--- config.mk ---
export PLATFORM = sky130hd
export DESIGN_NAME = alu_pipelined
export DESIGN_NICKNAME = d
export VERILOG_FILES = /design/src/rtl/alu_pipelined.sv
export SDC_FILE = /design/constraint.sdc
export NUM_CORES = 1
export LEC_CHECK = 0
export BUFFER_PORTS_ARGS = -buffer_cell sky130_fd_sc_hd__buf_2
export CAP_MARGIN = 10
export CELL_PAD_IN_SITES_DETAIL_PLACEMENT = 1
export CELL_PAD_IN_SITES_GLOBAL_PLACEMENT = 2
export CORE_MARGIN = 2
export CORE_UTILIZATION = 25
export CTS_CLUSTER_SIZE = 20
export DETAILED_ROUTE_END_ITERATION = 10
export GPL_TIMING_DRIVEN = 1
export PLACE_DENSITY = 0.57
export SYNTH_ARGS = -nofsm -noshare
export SYNTH_HDL_FRONTEND = slang
export SYNTH_SLANG_ARGS = --single-unit
--- constraint.sdc ---
create_clock -name clk -period 3.85 [get_ports clk]
set_input_delay 0.1925 -clock clk [delete_from_list [all_inputs] [get_ports clk]]
set_output_delay 0.1925 -clock clk [all_outputs]
set_load 0.03 [all_outputs]
--- src/rtl/alu_pipelined.sv ---
// In-order ALU with a command FIFO in front of a single execution unit.
// One-cycle ops stream back to back; MUL holds the unit for MUL_LATENCY cycles.
module alu_pipelined #(
   parameter int DATA_WIDTH  = 8,
   parameter int FIFO_DEPTH  = 4,
   parameter int MUL_LATENCY = 3
) (
   input  logic                                 clk,
   input  logic                                 rst,
   input  logic                                 alu_rst,
   input  logic                                 valid,
   output logic                                 ready,
   input  logic [2:0]                           op,
   input  logic [DATA_WIDTH-1:0]                a,
   input  logic [DATA_WIDTH-1:0]                b,
   output logic                                 done,
   output logic [2*DATA_WIDTH-1:0]              result,
   output logic                                 busy,
   output logic [$clog2(FIFO_DEPTH+1)-1:0]      count
);

   localparam int RW = 2 * DATA_WIDTH;
   localparam int PW = $clog2(FIFO_DEPTH);
   localparam int CW = $clog2(FIFO_DEPTH + 1);
   localparam int LW = (MUL_LATENCY > 1) ? $clog2(MUL_LATENCY) : 1;

   localparam logic [2:0] OP_ADD = 3'd1;
   localparam logic [2:0] OP_AND = 3'd2;
   localparam logic [2:0] OP_XOR = 3'd3;
   localparam logic [2:0] OP_MUL = 3'd4;
   localparam logic [2:0] OP_SUB = 3'd5;

   typedef enum logic {IDLE, EXEC} state_t;

   state_t                state, next_state;
   logic [2:0]            fifo_op [FIFO_DEPTH];
   logic [DATA_WIDTH-1:0] fifo_a  [FIFO_DEPTH];
   logic [DATA_WIDTH-1:0] fifo_b  [FIFO_DEPTH];
   logic [PW-1:0]         wptr, rptr;
   logic                  full, push, pop, complete;
   logic [LW-1:0]         cnt, head_lat;
   logic [2:0]            op_reg;
   logic [DATA_WIDTH-1:0] a_reg, b_reg;
   logic [RW-1:0]         a_ext, b_ext, exec_result;
   logic                  op_reports;

   assign full  = (count == CW'(FIFO_DEPTH));
   assign ready = rst && !alu_rst && !full;
   assign push  = valid && ready;
   assign busy  = (state == EXEC);

   // Pops happen from IDLE or on the completing edge of EXEC, so the unit never idles a cycle between ops.
   always_comb begin
      next_state = state;
      pop        = 1'b0;
      complete   = 1'b0;
      case (state)
         IDLE: begin
            if (count != '0) begin
               pop        = 1'b1;
               next_state = EXEC;
            end
         end
         EXEC: begin
            if (cnt == '0) begin
               complete = 1'b1;
               if (count != '0) pop = 1'b1;
               else             next_state = IDLE;
            end
         end
         default: next_state = IDLE;
      endcase
      if (alu_rst) begin
         next_state = IDLE;
         pop        = 1'b0;
         complete   = 1'b0;
      end
   end

   always_ff @(posedge clk) begin
      if (!rst) state <= IDLE;
      else      state <= next_state;
   end

   // Payload storage needs no reset; only the pointers and occupancy define what is valid.
   always_ff @(posedge clk) begin
      if (push) begin
         fifo_op[wptr] <= op;
         fifo_a[wptr]  <= a;
         fifo_b[wptr]  <= b;
      end
   end

   always_ff @(posedge clk) begin
      if (!rst || alu_rst) begin
         wptr  <= '0;
         rptr  <= '0;
         count <= '0;
      end else begin
         if (push) wptr <= wptr + PW'(1);
         if (pop)  rptr <= rptr + PW'(1);
         case ({push, pop})
            2'b10:   count <= count + CW'(1);
            2'b01:   count <= count - CW'(1);
            default: count <= count;
         endcase
      end
   end

   assign head_lat = (fifo_op[rptr] == OP_MUL) ? LW'(MUL_LATENCY - 1) : '0;
   assign a_ext    = RW'(a_reg);
   assign b_ext    = RW'(b_reg);
   assign op_reports = (op_reg >= OP_ADD) && (op_reg <= OP_SUB);

   always_comb begin
      exec_result = '0;
      case (op_reg)
         OP_ADD:  exec_result = a_ext + b_ext;
         OP_AND:  exec_result = a_ext & b_ext;
         OP_XOR:  exec_result = a_ext ^ b_ext;
         OP_MUL:  exec_result = a_ext * b_ext;
         OP_SUB:  exec_result = a_ext - b_ext;
         default: exec_result = '0;
      endcase
   end

   // A completing op and the next op's load share an edge; the result uses the outgoing operands.
   always_ff @(posedge clk) begin
      if (!rst) begin
         cnt    <= '0;
         op_reg <= '0;
         a_reg  <= '0;
         b_reg  <= '0;
         done   <= 1'b0;
         result <= '0;
      end else if (alu_rst) begin
         cnt  <= '0;
         done <= 1'b0;
      end else begin
         done <= 1'b0;
         if (complete && op_reports) begin
            result <= exec_result;
            done   <= 1'b1;
         end
         if (pop) begin
            op_reg <= fifo_op[rptr];
            a_reg  <= fifo_a[rptr];
            b_reg  <= fifo_b[rptr];
            cnt    <= head_lat;
         end else if (state == EXEC && cnt != '0) begin
            cnt <= cnt - LW'(1);
         end
      end
   end

endmodule

# == After elaboration in Yosys (flattened, before gate mapping) ==
# Memory sizes are Yosys's and may differ from the RTL's. A register that Yosys moved wholly into a read port is not among the register bits.
# Cells that the tools add are included.
# totals
ff_bits,30
mem_bits_rw,76
inputBits,23
out_inout_bits,22
wordCells,74
n_memories,3
# mem_list
name,depth,width,rd,rd_ports_with_merged_regs,wr,line_no,rtl
fifo_a,4,8,1,1,1,37,logic [DATA_WIDTH-1:0] fifo_a [FIFO_DEPTH];
fifo_b,4,8,1,1,1,38,logic [DATA_WIDTH-1:0] fifo_b [FIFO_DEPTH];
fifo_op,4,3,1,1,1,36,logic [2:0] fifo_op [FIFO_DEPTH];
# classes
n_addsub,7
n_mul,1
magnitude_cmp,2
n_eq_ne,9
n_mux,19
n_bitwise,5
reduce_logical,20
# op_table
cell,count
$pmux 16 s5,1
$mul 8x8->16,1
$eq 3x3->1 const B,4
$mux 1,10
$mux 2,5
$add 8x8->9,1
$sub 8x8->9,1
$and 8x8->8,1
$xor 8x8->8,1
$eq 3x2->1 const B,2
$logic_and 1x1->1,6
$pmux 3 s2,1
$reduce_bool 2->1,3
$logic_not 1->1,5
$add 2x1->2 const B,2
$pmux 1 s2,2
$reduce_and 2->1,2
$add 3x1->3 const B,1
$eq 3x1->1 const B,1
$ge 3x1->1 const B,1
$le 3x3->1 const B,1
$not 1->1,3
$reduce_bool 3->1,1
$sub 3x1->3 const B,1
other kinds (6),6

# == Longest topological paths before layout ==
# logic_depth
depth_word,7
ltp_mapped,17

# == Worst setup path before layout ==
# No wires, ideal clock.
# synth_path
path_kind,flip-flop to flip-flop
from,"register a_reg[1], read port of fifo_a"
to,register result[14]
t_arrival_ps,4018
t_required_ps,3720
setup_slack_ps,-298
path_stages_with_launch,15
n_path_buf,0
synth_period_minus_slack_ps,4148
cell_sequence,dfxtp_1 > nand2_1 > fa_1 > fa_1 > inv_1 > fa_1 > inv_1 > fa_1 > inv_1 > ha_1 > or2_2 > o41ai_2 > o21ai_0 > mux2i_1 > o21ai_0
# synth_via
elab_chain_cells,2
word_cells_on_any_way,3
cone_classes,add/sub: 1; mul: 1; mux: 1
# synth_lines
element,line_no,rtl
start: declaration,43,"logic [DATA_WIDTH-1:0] a_reg, b_reg;"
$mul 8x8->16 or $sub 8x8->9 (tied branches),"121, 122",
$pmux 16 s5 *,117,case (op_reg)
end signal: assignment,142,result <= exec_result;
end: declaration,17,"output logic [2*DATA_WIDTH-1:0] result,"
# Mark *: on every way between the ends. The rest lies on a longest branch, timed or not.
# A chain may end at the register's enable or synchronous reset.

# == Worst setup path after layout ==
# layout_path
from,"register b_reg[4], read port of fifo_b"
to,register result[14]
# layout_via
elab_chain_cells,2
word_cells_on_any_way,3
cone_classes,add/sub: 1; mul: 1; mux: 1
# layout_lines
element,line_no
start: declaration,43
$mul 8x8->16 or $sub 8x8->9 (tied branches),"121, 122"
$pmux 16 s5 *,117
# Marked as above.

==> impl_results.md <==
* Max Cap Viol at 0
* Required @ worst endpoint at 4.15 ns
* Total global-route track usage at 0.135
* Synth Register Bits at 124
* Worst Setup Path Type: reg2reg
* Average size of a mapped cell at 11.0 um^2
* FP Rows at 64
* Initial antenna violation count at 1
* Area contributors post-synth: edfxtp_1, dfxtp_1, fa_1
* Worst path max stage delay at 0.50 ns
* Psw at 0.000773 W
* Vias in the first global route at 6,038
* DRT Pass-1 Iters at 4
* Crit path top cell by count: fa_1
* CP Max Fanout at 7
* Antenna Cells at 0
* Number of warnings issued by yosys at 0
* Final GP Congestion at 0.766
* Design area at 0.00992 mm^2
* Leakage power at 3.97 nW
* Fillers at 3,379
* GR Overflow Total at 0
* Critical path's top delay family: adder cells
* Post-synth ARST share at 0
* Core area at 0.0304 mm^2
* H-Tree Depth at 4
* Post-synth EDFFs at 76
* Gate Count Post-Synth at 696
* Die height at 179 um
* Top cell type's share of synthesized area at 0.297
* Flop pwr share at 0.443
* Hold Vio Cnt, Final at 0
* Critical path startpoint category: register
* Wirelength, routed at 20.5 mm
* Comb pwr share at 0.039
* Setup TNS at -0.147 ns
* CTS tree: yes
* Commonest cells after routing, fill and taps aside: edfxtp_1, nand2_1, inv_1
* Worst skew pair latency at 0.42 ns
* Buffers on Ports at 44
* Antenna-violating nets left at 0
* Clk_skew at 0.0149 ns
* Worst-Margin Slew at 1.10 ns
* 1st-iter DRT viols at 172
* Worst IR Drop VDD at 0.000246 V
* CP cell instances: and2_4, fa_1, fa_1, fa_1, inv_1, fa_1, inv_2, ha_4, and2_4, o41ai_4, buf_4, o21ai_2, mux2i_1, o21ai_1
* DP Area at 0.00878 mm^2
* CP Capture Type: register
* Fmax at 256 MHz
* Clock power frac at 0.518
* Run status: finished, violations left
* First-pass GRT wire length at 33.1 mm
* Drt wl/cell at 16.8 um
* Buf+Inv Stages, Crit Path at 3
* Setup-failing EPs final at 4
* Relative slew slack at 0.266
* Power density over the cells at 324 mW/mm^2
* DR vias at 5,452
* Vias per cell at 4.47
* Final period util at 1.02
* P_int at 0.00244 W
* Largest registers: fifo_a x32, fifo_b x32, result x16
* Pin count of the biggest net entering global routing at 37
* Sw Share at 0.241
* Syn Nets at 816
* Critical Path AT at 4.21 ns
* Post-layout nets at 930
* Root buf cell: clkbuf_16
* Post-synth top area cell: edfxtp_1
* Seq/Total Area, Yosys at 0.423
* Total design power at 0.00321 W
* Longest Clk Path Bufs at 2
* Initial Utilization at 0.252
* Final min period at 3.91 ns
* Layout cells sized above 1 at 0.301
* Die X at 179 um
* Main synth FF type: edfxtp_1
* RSZ-0062 raised after global routing: yes
* Synth unique cells at 58
* Die area at 0.0321 mm^2
* Num CTS Buffers at 17
* Cell Area, Synth at 0.00767 mm^2
* HP Class: in2reg
* Failing checks: setup timing
* Commonest non-fill, non-tap cell in the layout: edfxtp_1
* Ports at 45
* Slowest CP cell: fa_1
* Clock Sink Count at 124
* Setup ws final at -0.0616 ns
* Area growth syn-to-layout at 29.2%
* Final Max Slew Viols at 0
* DRC at 0
* Clock transition at path regs at 0.07 ns
* HPWL after DPL at 15.2 mm
[worst register-to-register path, delay by kind of cell (launching register included)]
family	cells	cell delay, ns
AOI/OAI and AO/OA	3	0.49
adders and majority gates	5	2.21
buffers and inverters	3	0.28
DFF	1	0.37
muxes	1	0.14
and+or+nand+nor	2	0.31
[through the flow]
stage,cells,hold WS (ns),setup slack [ns],util
floorplan,696,0.291,0.00155,-
global placement,1162,0.401,-0.233,0.289
detailed placement,1162,0.412,-0.271,0.289
CTS,1216,0.00642,-0.104,0.319
global route,1219,0.00567,-0.265,0.326
finish,1219,0.0279,-0.0616,0.326
[what timing repair did]
item	CTS	global route
endpoints found under the setup margin	11	10
buffers inserted	6	3
pin swaps	42	31
gates resized for setup	45	41
gates cloned	0	0
hold endpoints to repair	61	0
hold buffers	16	0
[area by class of cell]
type	count	area [um^2]	share of cell area
clock inverter	14	158	0.0159
timing repair buffer	119	855	0.0862
clock buffer	18	429	0.0433
multi-input combinational	478	4440	0.447
sequential	124	3280	0.331
inverter	70	263	0.0265
tap	396	495	0.0500
[power by group through the flow]
stage          sequential [W]  clock (W)  combinational, W
2_1_floorplan         0.00145          0         0.0000612
3_5_place_dp          0.00145          0          0.000112
5_1_grt               0.00142    0.00176          0.000139
6_report              0.00142    0.00166          0.000126
3_3_place_gp          0.00145          0          0.000109
4_1_cts               0.00142    0.00170          0.000126
[per-layer routing]
layer	track usage	vias up	wire, um
met1	0.173	2738	9630
li1	-	2645	-
met4	0.0245	0	149
met5	0	-	0
met2	0.236	61	10300
met3	0.0263	8	456
[synth_stat cells (2+ instances only)]
cell type	instances
edfxtp_1	76
nand2_1	72
inv_1	70
ha_1	58
dfxtp_1	48
and2_1	45
fa_1	39
nor2_1	39
a21oi_1	29
o21ai_0	27
a21boi_0	19
mux4_2	19
nor3_1	12
clkbuf_1	11
nand2b_1	11
nor2b_1	10
xnor2_1	10
buf_2	8
a21o_1	6
mux2i_1	6
and3_1	5
o22ai_1	5
xor2_1	5
a211o_1	4
a211oi_1	4
a221oi_1	4
a22oi_1	4
a31oi_1	4
buf_4	4
o21a_1	4
nand3b_1	3
o21bai_1	3
and2_0	2
mux2_2	2
nand3_1	2
nand4_1	2
o211ai_1	2
or3_1	2
[worst paths after layout]
path         slack, ns       from  depth (start not counted)             to
max              -0.06   b_reg[4]                         14     result[14]
min               0.03      op[2]                          1  fifo_op[2][2]
max reg2reg      -0.06   b_reg[4]                         14     result[14]
min reg2reg       0.50  result[1]                          1      result[1]
[logic make-up after synthesis]
kind of cell | synth area share
and+or+nand+nor | 0.134
AOI/OAI and AO/OA | 0.114
DFF | 0.423
adders and majority gates | 0.196
buffers and inverters | 0.0492
muxes | 0.0665
xor gates and xnor gates | 0.0171
Note: power is estimated with default switching activity, not from simulation.
